**config.mk**
```make
export PLATFORM = sky130hd
export DESIGN_NAME = uart_rx_ctrl
export DESIGN_NICKNAME = d
export VERILOG_FILES = /design/src/rtl/uart_rx_ctrl.sv
export SDC_FILE = /design/constraint.sdc
export NUM_CORES = 1
export LEC_CHECK = 0
export CELL_PAD_IN_SITES_DETAIL_PLACEMENT = 2
export CELL_PAD_IN_SITES_GLOBAL_PLACEMENT = 2
export CORE_MARGIN = 2
export CORE_UTILIZATION = 29
export DETAILED_ROUTE_END_ITERATION = 10
export PLACE_DENSITY_LB_ADDON = 0.05
export SYNTH_ARGS = -nofsm -noshare
export SYNTH_HDL_FRONTEND = slang
export SYNTH_SLANG_ARGS = --single-unit
```
**constraint.sdc**
```tcl
create_clock -name CLK -period 2.7 [get_ports CLK]
set_input_delay 0.54 -clock CLK [delete_from_list [all_inputs] [get_ports CLK]]
set_output_delay 0.54 -clock CLK [all_outputs]
set_load 0.02 [all_outputs]
```
**src/rtl/uart_rx_ctrl.sv**
```systemverilog
// UART receive frame sequencer: start/data/parity/stop bit timing, edge and bit counters, error checks.
// Latency: data_valid one cycle after the stop-bit end; no backpressure, the frame runs off the line timing.
module uart_rx_ctrl #(
    parameter int Data_width = 8
) (
    input  logic       CLK,
    input  logic       RST,
    input  logic       RX_IN,
    input  logic [5:0] prescale,
    input  logic       PAR_EN,
    input  logic       PAR_TYP,
    input  logic       sampled_bit,
    output logic       dat_samp_en,
    output logic       deser_en,
    output logic [5:0] edge_cnt,
    output logic [3:0] bit_cnt,
    output logic       data_valid,
    output logic       par_err,
    output logic       stop_err
);

    localparam logic [3:0] LastData = 4'(Data_width);

    typedef enum logic [2:0] {
        IDLE,
        START,
        DATA,
        PARITY,
        STOP
    } state_t;

    state_t     state_q, state_d;
    logic [5:0] edge_q, edge_d;
    logic [3:0] bit_q, bit_d;
    logic [5:0] presc_q, presc_d;
    logic       par_en_q, par_en_d;
    logic       par_typ_q, par_typ_d;
    logic       run_par_q, run_par_d;
    logic       par_err_q, par_err_d;
    logic       stop_err_q, stop_err_d;
    logic       dv_q, dv_d;
    logic       bit_end;

    always_ff @(posedge CLK) begin
        if (RST) begin
            state_q    <= IDLE;
            edge_q     <= '0;
            bit_q      <= '0;
            presc_q    <= '0;
            par_en_q   <= 1'b0;
            par_typ_q  <= 1'b0;
            run_par_q  <= 1'b0;
            par_err_q  <= 1'b0;
            stop_err_q <= 1'b0;
            dv_q       <= 1'b0;
        end else begin
            state_q    <= state_d;
            edge_q     <= edge_d;
            bit_q      <= bit_d;
            presc_q    <= presc_d;
            par_en_q   <= par_en_d;
            par_typ_q  <= par_typ_d;
            run_par_q  <= run_par_d;
            par_err_q  <= par_err_d;
            stop_err_q <= stop_err_d;
            dv_q       <= dv_d;
        end
    end

    // Bit boundaries use the prescale captured at frame start, never the live input.
    assign bit_end = (edge_q == presc_q - 6'd1);

    always_comb begin
        state_d    = state_q;
        edge_d     = edge_q;
        bit_d      = bit_q;
        presc_d    = presc_q;
        par_en_d   = par_en_q;
        par_typ_d  = par_typ_q;
        run_par_d  = run_par_q;
        par_err_d  = par_err_q;
        stop_err_d = stop_err_q;
        dv_d       = 1'b0;

        if (state_q != IDLE) begin
            edge_d = bit_end ? 6'd0 : edge_q + 6'd1;
        end

        case (state_q)
            IDLE: begin
                edge_d = '0;
                bit_d  = '0;
                if (!RX_IN) begin
                    state_d    = START;
                    presc_d    = prescale;
                    par_en_d   = PAR_EN;
                    par_typ_d  = PAR_TYP;
                    run_par_d  = 1'b0;
                    par_err_d  = 1'b0;
                    stop_err_d = 1'b0;
                end
            end
            START: begin
                if (bit_end) begin
                    if (!sampled_bit) begin
                        state_d = DATA;
                        bit_d   = 4'd1;
                    end else begin
                        state_d = IDLE;
                        bit_d   = '0;
                    end
                end
            end
            DATA: begin
                if (bit_end) begin
                    run_par_d = run_par_q ^ sampled_bit;
                    if (bit_q < LastData) begin
                        bit_d = bit_q + 4'd1;
                    end else begin
                        bit_d   = LastData + 4'd1;
                        state_d = par_en_q ? PARITY : STOP;
                    end
                end
            end
            PARITY: begin
                if (bit_end) begin
                    par_err_d = (sampled_bit != (run_par_q ^ par_typ_q));
                    bit_d     = LastData + 4'd2;
                    state_d   = STOP;
                end
            end
            STOP: begin
                if (bit_end) begin
                    stop_err_d = ~sampled_bit;
                    dv_d       = sampled_bit & ~par_err_q;
                    bit_d      = '0;
                    state_d    = IDLE;
                end
            end
            default: begin
                state_d = IDLE;
                edge_d  = '0;
                bit_d   = '0;
            end
        endcase
    end

    assign dat_samp_en = (state_q != IDLE);
    assign deser_en    = (state_q == DATA);
    assign edge_cnt    = edge_q;
    assign bit_cnt     = bit_q;
    assign data_valid  = dv_q;
    assign par_err     = par_err_q;
    assign stop_err    = stop_err_q;

endmodule

```
======== Word-level counts from Yosys, hierarchy flattened ========
Cells that the tools add are included.
W data, S select, Z words.
operators by class
  add/subtract/negate cells ............... 3
  order comparisons ....................... 1
  eq/ne operators ......................... 12
  multiplexer cells ....................... 24
  bitwise logic cells ..................... 9
  reductions and logical operators ........ 14
operator list
  operator               number
  $mux W3                7
  $mux W4                5
  $pmux W4 S4            1
  $pmux W3 S5            1
  $ne A2 B2 Y1 const B   5
  $reduce_and A3 Y1      3
  $add A6 B1 Y6 const B  1
  $eq A3 B2 Y1 const B   2
  $eq A6 B6 Y1           1
  $mux W6                1
  $not A1 Y1             6
  $pmux W1 S2            3
  $reduce_and A6 Y1      1
  $reduce_bool A2 Y1     3
  $sub A6 B1 Y6 const B  1
  $mux W1                5
  $add A4 B1 Y4 const B  1
  $lt A4 B4 Y1 const B   1
  $reduce_and A4 Y1      1
  $reduce_or A4 Y1       1
  $eq A3 B1 Y1 const B   1
  $eq A3 B3 Y1 const B   1
  $logic_not A3 Y1       1
  $reduce_bool A3 Y1     1
  8 further kinds        9
storage, ports and cells
  register bits after elaboration ......... 25
  bits of input ports ..................... 12
  output and inout port bits .............. 15
  logic and storage cells ................. 73

======== Longest topological paths before layout ========
Gate-level depths: netlist of the first run.
  word-level depth ........................ 4
  gate-level depth with buffers ........... 8

======== Worst setup path before layout of the first run ========
OpenSTA, ideal clock, no wires.
  path kind ............................... register to register
  from .................................... register presc_q[2]
  to ...................................... register bit_q[1] (netlist: bit_cnt[1])
  library setup time ...................... 0.070 ns
  arrival ................................. 2.220 ns
  required time ........................... 2.630 ns
  slack ................................... 0.409 ns
  cell stages (with the launch flop) ...... 7
  path buffers ............................ 1
  period minus slack after synthesis ...... 2.291 ns
  path through ............................ dfxtp_1 > or4_1 > or3_4 > a211o_1 > buf_6 > or4_1 > a21oi_1
on the way
  longest elaborated chain between the ends .. 4
  elaborated cells between the ends (all ways) .. 7
  those cells by class .................... add/sub (1); eq/ne (5); reduce/logical (1)
RTL lines
  what                                                           line  text
  from (decl)                                                    35    logic [5:0] presc_q, presc_d;
  from (signal assigned)                                         60    presc_q <= presc_d;
  $sub A6 B1 Y6 *                                                71    assign bit_end = (edge_q == presc_q - 6'd1);
  $eq A6 B6 Y1 *                                                 71
  $ne A2 B2 Y1 (no source line) or $ne A2 B1 Y1 (tied branches)  --
  $reduce_and A4 Y1 (no source line) *                           --
  to (signal assigned)                                           59    bit_q <= bit_d;
  to (decl)                                                      34    logic [3:0] bit_q, bit_d;
Mark *: on every way between the ends. The rest lies on a longest branch, timed or not.
A chain may end at the register's enable or synchronous reset.

======== Worst setup path after layout of the first run ========
Ends and elaborated chain as after synthesis.

==> impl_metrics.ini, run 1 <==
[outcome]
status = finished clean

[setup_path]
crit_path_end_kind = flip-flop
worstPathArrival_ns = 2.67
path_buf_inv = 0
crit_path_frequent_cell = or4_1
crit_path_max_incr_delay_ns = 0.57
cp.required_ns = 2.91
setup.worst_path.start_class = flip-flop
worstSetupPathType = reg2reg
crit_fanout = 9
crit_family = simple AND/OR/NAND/NOR gates
path_cells = or4_1 > or3_4 > a211o_1 > or4_1 > a21oi_1
worst_path_max_delay_cell = or4_1

[global_routing]
overflow = 0
grt_max_degree = 16
track_usage_pct = 18.7
grt_pass1_wl_mm = 7.67
grt_antenna_before_repair = 0
grt_pass1_vias = 1504

[power_and_ir_drop]
power_mw = 0.891
power.density_nw_per_um2 = 506
peakVddDrop_mv = 0.169
leakagePower_nw = 0.615

[sta]
fin_tns_setup_ns = 0
drv_slew = 0
fin_skew_ns = 0.00511
period_share_pct = 91.1
worstMarginPinSlew_ns = 0.564
layout_min_cycle_time_ns = 2.46
max_freq_ghz = 0.406
maxSlewHeadroom_pct = 62.3
hold-worst-slack_ns = 0.479
setup_viol = 0
hold_viol = 0
rsz0062_at_grt = no

[synth]
yosys.area.top_type_share_pct = 36.2
ys.flop_type = dfxtp_1
synth_cell_type_count = 45
synthArstFlopShare_pct = 0
ys_ff_latch = 25
synth_cells = 170
synth_area_leaders = dfxtp_1 36%, nand2_1 7.3%, a21oi_1 5.8%
syn_avg_cell_area_um2 = 8.13
syn_area_um2 = 1380
synth_edf_count = 0
yosysTopAreaCell = dfxtp_1
ys_warn_count = 0
synth_nets = 185
yosysSeqAreaShare_pct = 36.2

[placed_design]
dp_cells = 247
portBuffers = 26
place_hpwl_mm = 3.50
gp_congestion = 0.771

[clock_tree]
insertion_delay_ns = 0.27
cts_buffers = 3
root_buffer = clkbuf_8
cts_tree = done
clock-sinks = 25
clk_pin_slew_ns = 0.09
cts_setup_buffers = 0
clk_path_buf_depth = 2
hold_buffers = 0
cts_max_level = 1
cts_resized = 0

[routing]
num_vias = 1361
drc_errors = 0
route.met3.wl_um = 88
totalWireLength_mm = 4.58
top_layer = met4
wl_met1_mm = 2.16
via_per_inst = 5.42
drt_iter0_markers = 49
dr.pass1.iters = 4
wl_met2_mm = 2.27
antenna_left = 0
routedWlPerCell_um = 18.2

[min_path]
holdCritPathClass = reg2reg

[die]
initial_core_util_pct = 29.7
row_count = 25
die-area_um2 = 5340
coreArea_um2 = 4660
die_width_um = 73.0
die_h_um = 73.0
pin_count = 27

[layout]
final_cell_count_no_fill = 251
layout_commonest_cell = nand2_1
drive_above_1_share_pct = 7.11
postLayoutCoreUtil_pct = 37.7
num_antenna_cells = 0
syn2layout_area_growth_pct = 27.2
nNetsFinal = 213
layout_common_cells = 27 x nand2_1, 26 x clkdlybuf4s50_1, 25 x dfxtp_1, 16 x a21oi_1, 12 x nor2_1

[run]
cap_violations = 0
[cell usage after synthesis, types with 2 or more instances]
master	instances
o211ai_1	5
nand3_1	3
nor4_1	6
nor3_1	6
o21ai_0	2
inv_1	4
or4_1	2
or3_1	2
buf_1	2
nand3b_1	2
o2111ai_1	2
nand4_1	3
xor2_1	8
a211o_1	2
clkbuf_1	6
a31oi_1	2
xnor2_1	6
dfxtp_1	25
nand2_1	27
and2_1	2
nor2_1	12
a21oi_1	16
ha_1	3
[cell families (layout without fill, tap and decap cells)]
| group | after synthesis | in the layout | synth area share, % |
|---|---|---|---|
| XOR/XNOR | 14 | 14 | 8.87 |
| buffers and inverters | 13 | 40 | 4.07 |
| AO/OA/AOI/OAI | 40 | 40 | 20.3 |
| flip-flops | 25 | 25 | 36.2 |
| multiplexers | 2 | 2 | 1.54 |
| adder cells (fa/ha/maj) | 3 | 3 | 2.72 |
| AND/OR/NAND/NOR | 73 | 73 | 26.3 |
[final timing paths]
check | startpoint | to | slack [ns] | cells after the start
max reg2reg | presc_q[2] | bit_cnt[1] | 0.24 | 5
max | presc_q[2] | bit_cnt[1] | 0.24 | 5
min | presc_q[5] | presc_q[5] | 0.48 | 2
min reg2reg | presc_q[5] | presc_q[5] | 0.48 | 2
[per-layer routing]
layer,vias up,global-route usage [%]
met5,-,0
met4,0,6.17
met3,5,2.07
met2,19,32.3
met1,667,24.1
li1,670,-
[stage by stage]
step	setup slack [ns]	instance area, µm²
2_1_floorplan	0.409	1380
5_1_grt	0.118	1760
3_5_place_dp	0.254	1710
3_3_place_gp	0.334	1710
4_1_cts	0.235	1760
6_report	0.239	1760
[report_power, final]
part / leakage (nW) / switching [mW] / internal, mW
clock: 0.0228 / 0.127 / 0.106
sequential: 0.203 / 0.0307 / 0.386
combinational: 0.389 / 0.141 / 0.101
[worst reg2reg max path, stage by stage (launching register included)]
cell and delay (ns):
dfxtp_1 0.36, or4_1 0.57, or3_4 0.36, a211o_1 0.43, or4_1 0.53, a21oi_1 0.15
[state kept, by name, indices dropped and copies added, names as in the netlist]
name,flops
edge_cnt,6
presc_q,6
bit_cnt,4
state_q,3
data_valid,1
par_en_q,1
par_err,1
par_typ_q,1
run_par_q,1
stop_err,1
[layout make-up]
cell class	count	area, µm²
Clock buffer	4	45.0
Fill cell	547	2900
Inverter	4	15.0
Multi-Input combinational cell	132	826
Sequential cell	25	500
Tap cell	54	67.6
Timing Repair Buffer	32	305
(Power assumes the default switching activity.)
==> inputs of run 2 (changes only) <==
ABC_AREA = 1   (was default)
CORE_UTILIZATION = 27   (was 29)
GPL_TIMING_DRIVEN = 0   (was default)
==> impl_metrics.ini, run 2 <==
[outcome]
status = finished clean

[placed_design]
dp_cells = 302
placed_cell_area_um2 = 1720
place_hpwl_mm = 3.39
gp_congestion = 0.854
portBuffers = 26

[sta]
drv_slew = 0
layout_min_cycle_time_ns = 2.31
worstMarginPinSlew_ns = 0.407
fin_skew_ns = 0.00555
fin_tns_setup_ns = 0
max_freq_ghz = 0.434
period_share_pct = 85.4
setup_viol = 0
rsz0062_at_grt = no
hold_viol = 0
maxSlewHeadroom_pct = 72.9

[routing]
antenna_left = 0
route.met3.wl_um = 62
drt_iter0_markers = 21
wl_met1_mm = 1.63
via_per_inst = 4.61
wl_met2_mm = 2.30
drc_errors = 0
top_layer = met4
dr.pass1.iters = 2
num_vias = 1412
routedWlPerCell_um = 13.1
totalWireLength_mm = 4.01

[synth]
synthArstFlopShare_pct = 0
synth_edf_count = 0
synth_top_family_by_area = simple AND/OR/NAND/NOR gates
ys_ff_latch = 25
yosysMostFrequentCell = nand2_1
yosysSeqAreaShare_pct = 36.4
synth_cell_type_count = 25
synth_commonest_cells = 43 x nand2_1, 39 x nor2_1, 27 x inv_1
syn_area_um2 = 1370
yosysTopAreaCell = dfxtp_1
synth_compound_area_share_pct = 11.8
synth_simple_gate_area_share_pct = 34.2
syn_avg_cell_area_um2 = 6.57
ys_warn_count = 0
ys.flop_type = dfxtp_1
yosys.area.top_type_share_pct = 36.4
synth_cells = 209
synth_area_leaders = dfxtp_1 36%, nand2_1 12%, nor2_1 11%
synth_nets = 224
synth_xor_area_share_pct = 5.74
synthMuxAreaShare_pct = 0
synthAdderAreaFrac_pct = 2.73

[clock_tree]
insertion_delay_ns = 0.26
cts_resized = 0
hold_buffers = 0
cts_setup_buffers = 0
clk_path_buf_depth = 2
cts_buffers = 3
cts_tree = done
cts_max_level = 1
clock-sinks = 25
clk_pin_slew_ns = 0.09
root_buffer = clkbuf_8

[die]
die_width_um = 75.3
row_count = 25
die_h_um = 75.3
coreArea_um2 = 4820
die-area_um2 = 5670
pin_count = 27
initial_core_util_pct = 28.5

[layout]
fillers = 635
final_cell_count_no_fill = 306
nNetsFinal = 255
layout_common_cells = 43 x nand2_1, 39 x nor2_1, 27 x inv_1, 26 x clkdlybuf4s50_1, 25 x dfxtp_1
seqCellArea_um2 = 500
num_antenna_cells = 0
drive_above_1_share_pct = 7.53
postLayoutCellArea_um2 = 1760
multi_input_area_um2 = 748
syn2layout_area_growth_pct = 28.4
layout_commonest_cell = nand2_1

[setup_path]
worstPathArrival_ns = 1.77
cp.required_ns = 2.16
crit_path_end_kind = output port
setup.worst_path.start_class = flip-flop
worstSetupPathType = reg2out
crit_fanout = 4

[global_routing]
grt_pass1_wl_mm = 6.60
track_usage_pct = 15.4
grt_max_degree = 15
overflow = 0
grt_pass1_vias = 1481
grt_antenna_before_repair = 0

[power_and_ir_drop]
power.density_nw_per_um2 = 915
leakagePower_nw = 0.753
peakVddDrop_mv = 0.296

[run]
cap_violations = 0

[min_path]
holdCritPathClass = reg2reg
run 2: cell count changes after synthesis, moves of 8 or more:
cell / before / now
o21ai_0: 2 / 13
nand2_1: 27 / 43
nor2_1: 12 / 39
nand3_1: 3 / 11
inv_1: 4 / 27
run 2: area by class of cell:
class | count | share of cell area, %
clock buffer | 3 | 2.34
buffer | 2 | 0.496
tap | 67 | 4.75
sequential | 25 | 28.4
clock inverter | 1 | 0.284
inverter | 31 | 6.60
timing repair buffer | 26 | 14.8
multi-input combinational | 151 | 42.4
run 2: cells by family after synthesis:
family	Yosys count
AO/OA/AOI/OAI	31
XOR/XNOR	9
adder cells (fa/ha/maj)	3
buffers and inverters	33
flip-flops	25
AND/OR/NAND/NOR	108
run 2: layer usage:
layer / global-route usage [%] / vias to the layer above
li1: - / 712
met1: 16.8 / 691
met2: 31.0 / 7
met3: 1.98 / 2
met4: 3.51 / 0
met5: 0 / -
run 2: report_power, final:
part           switching [mW]  internal (mW)  leakage, nW
combinational           0.528          0.321        0.523
sequential             0.0905          0.454        0.204
clock                   0.118          0.103       0.0255
run 2: path summary, 6_finish.rpt:
| kind | slack (ns) | endpoint | cells past startpoint | from |
|---|---|---|---|---|
| max | 0.39 | deser_en | 5 | state_q[1] |
| min | 0.46 | data_valid | 1 | par_err |
| min reg2reg | 0.46 | data_valid | 1 | par_err |
| max reg2reg | 0.69 | bit_cnt[1] | 11 | presc_q[0] |
run 2: critical path: stages, from the launching register on:
cell and delay, ns:
dfxtp_1 0.36, inv_1 0.08, nor2_1 0.14, inv_1 0.10
nor2_2 0.18, clkdlybuf4s50_1 0.64
run 2: through the flow:
stage | utilization [%] | setup WS [ns] | hold slack, ns | power (mW)
5_1_grt | 36.6 | 0.274 | 0.480 | 1.77
2_1_floorplan | - | 0.938 | 0.443 | 1.13
4_1_cts | 36.6 | 0.361 | 0.462 | 1.65
6_report | 36.6 | 0.394 | 0.458 | 1.61
3_3_place_gp | 35.7 | 0.625 | 0.445 | 1.37
3_5_place_dp | 35.7 | 0.567 | 0.447 | 1.42
==> inputs of run 3 (changes only) <==
HOLD_SLACK_MARGIN = 0.15   (was default)
==> results of run 3 <==
Same layout as run 2: the final DEF is identical, and so are final timing and power.
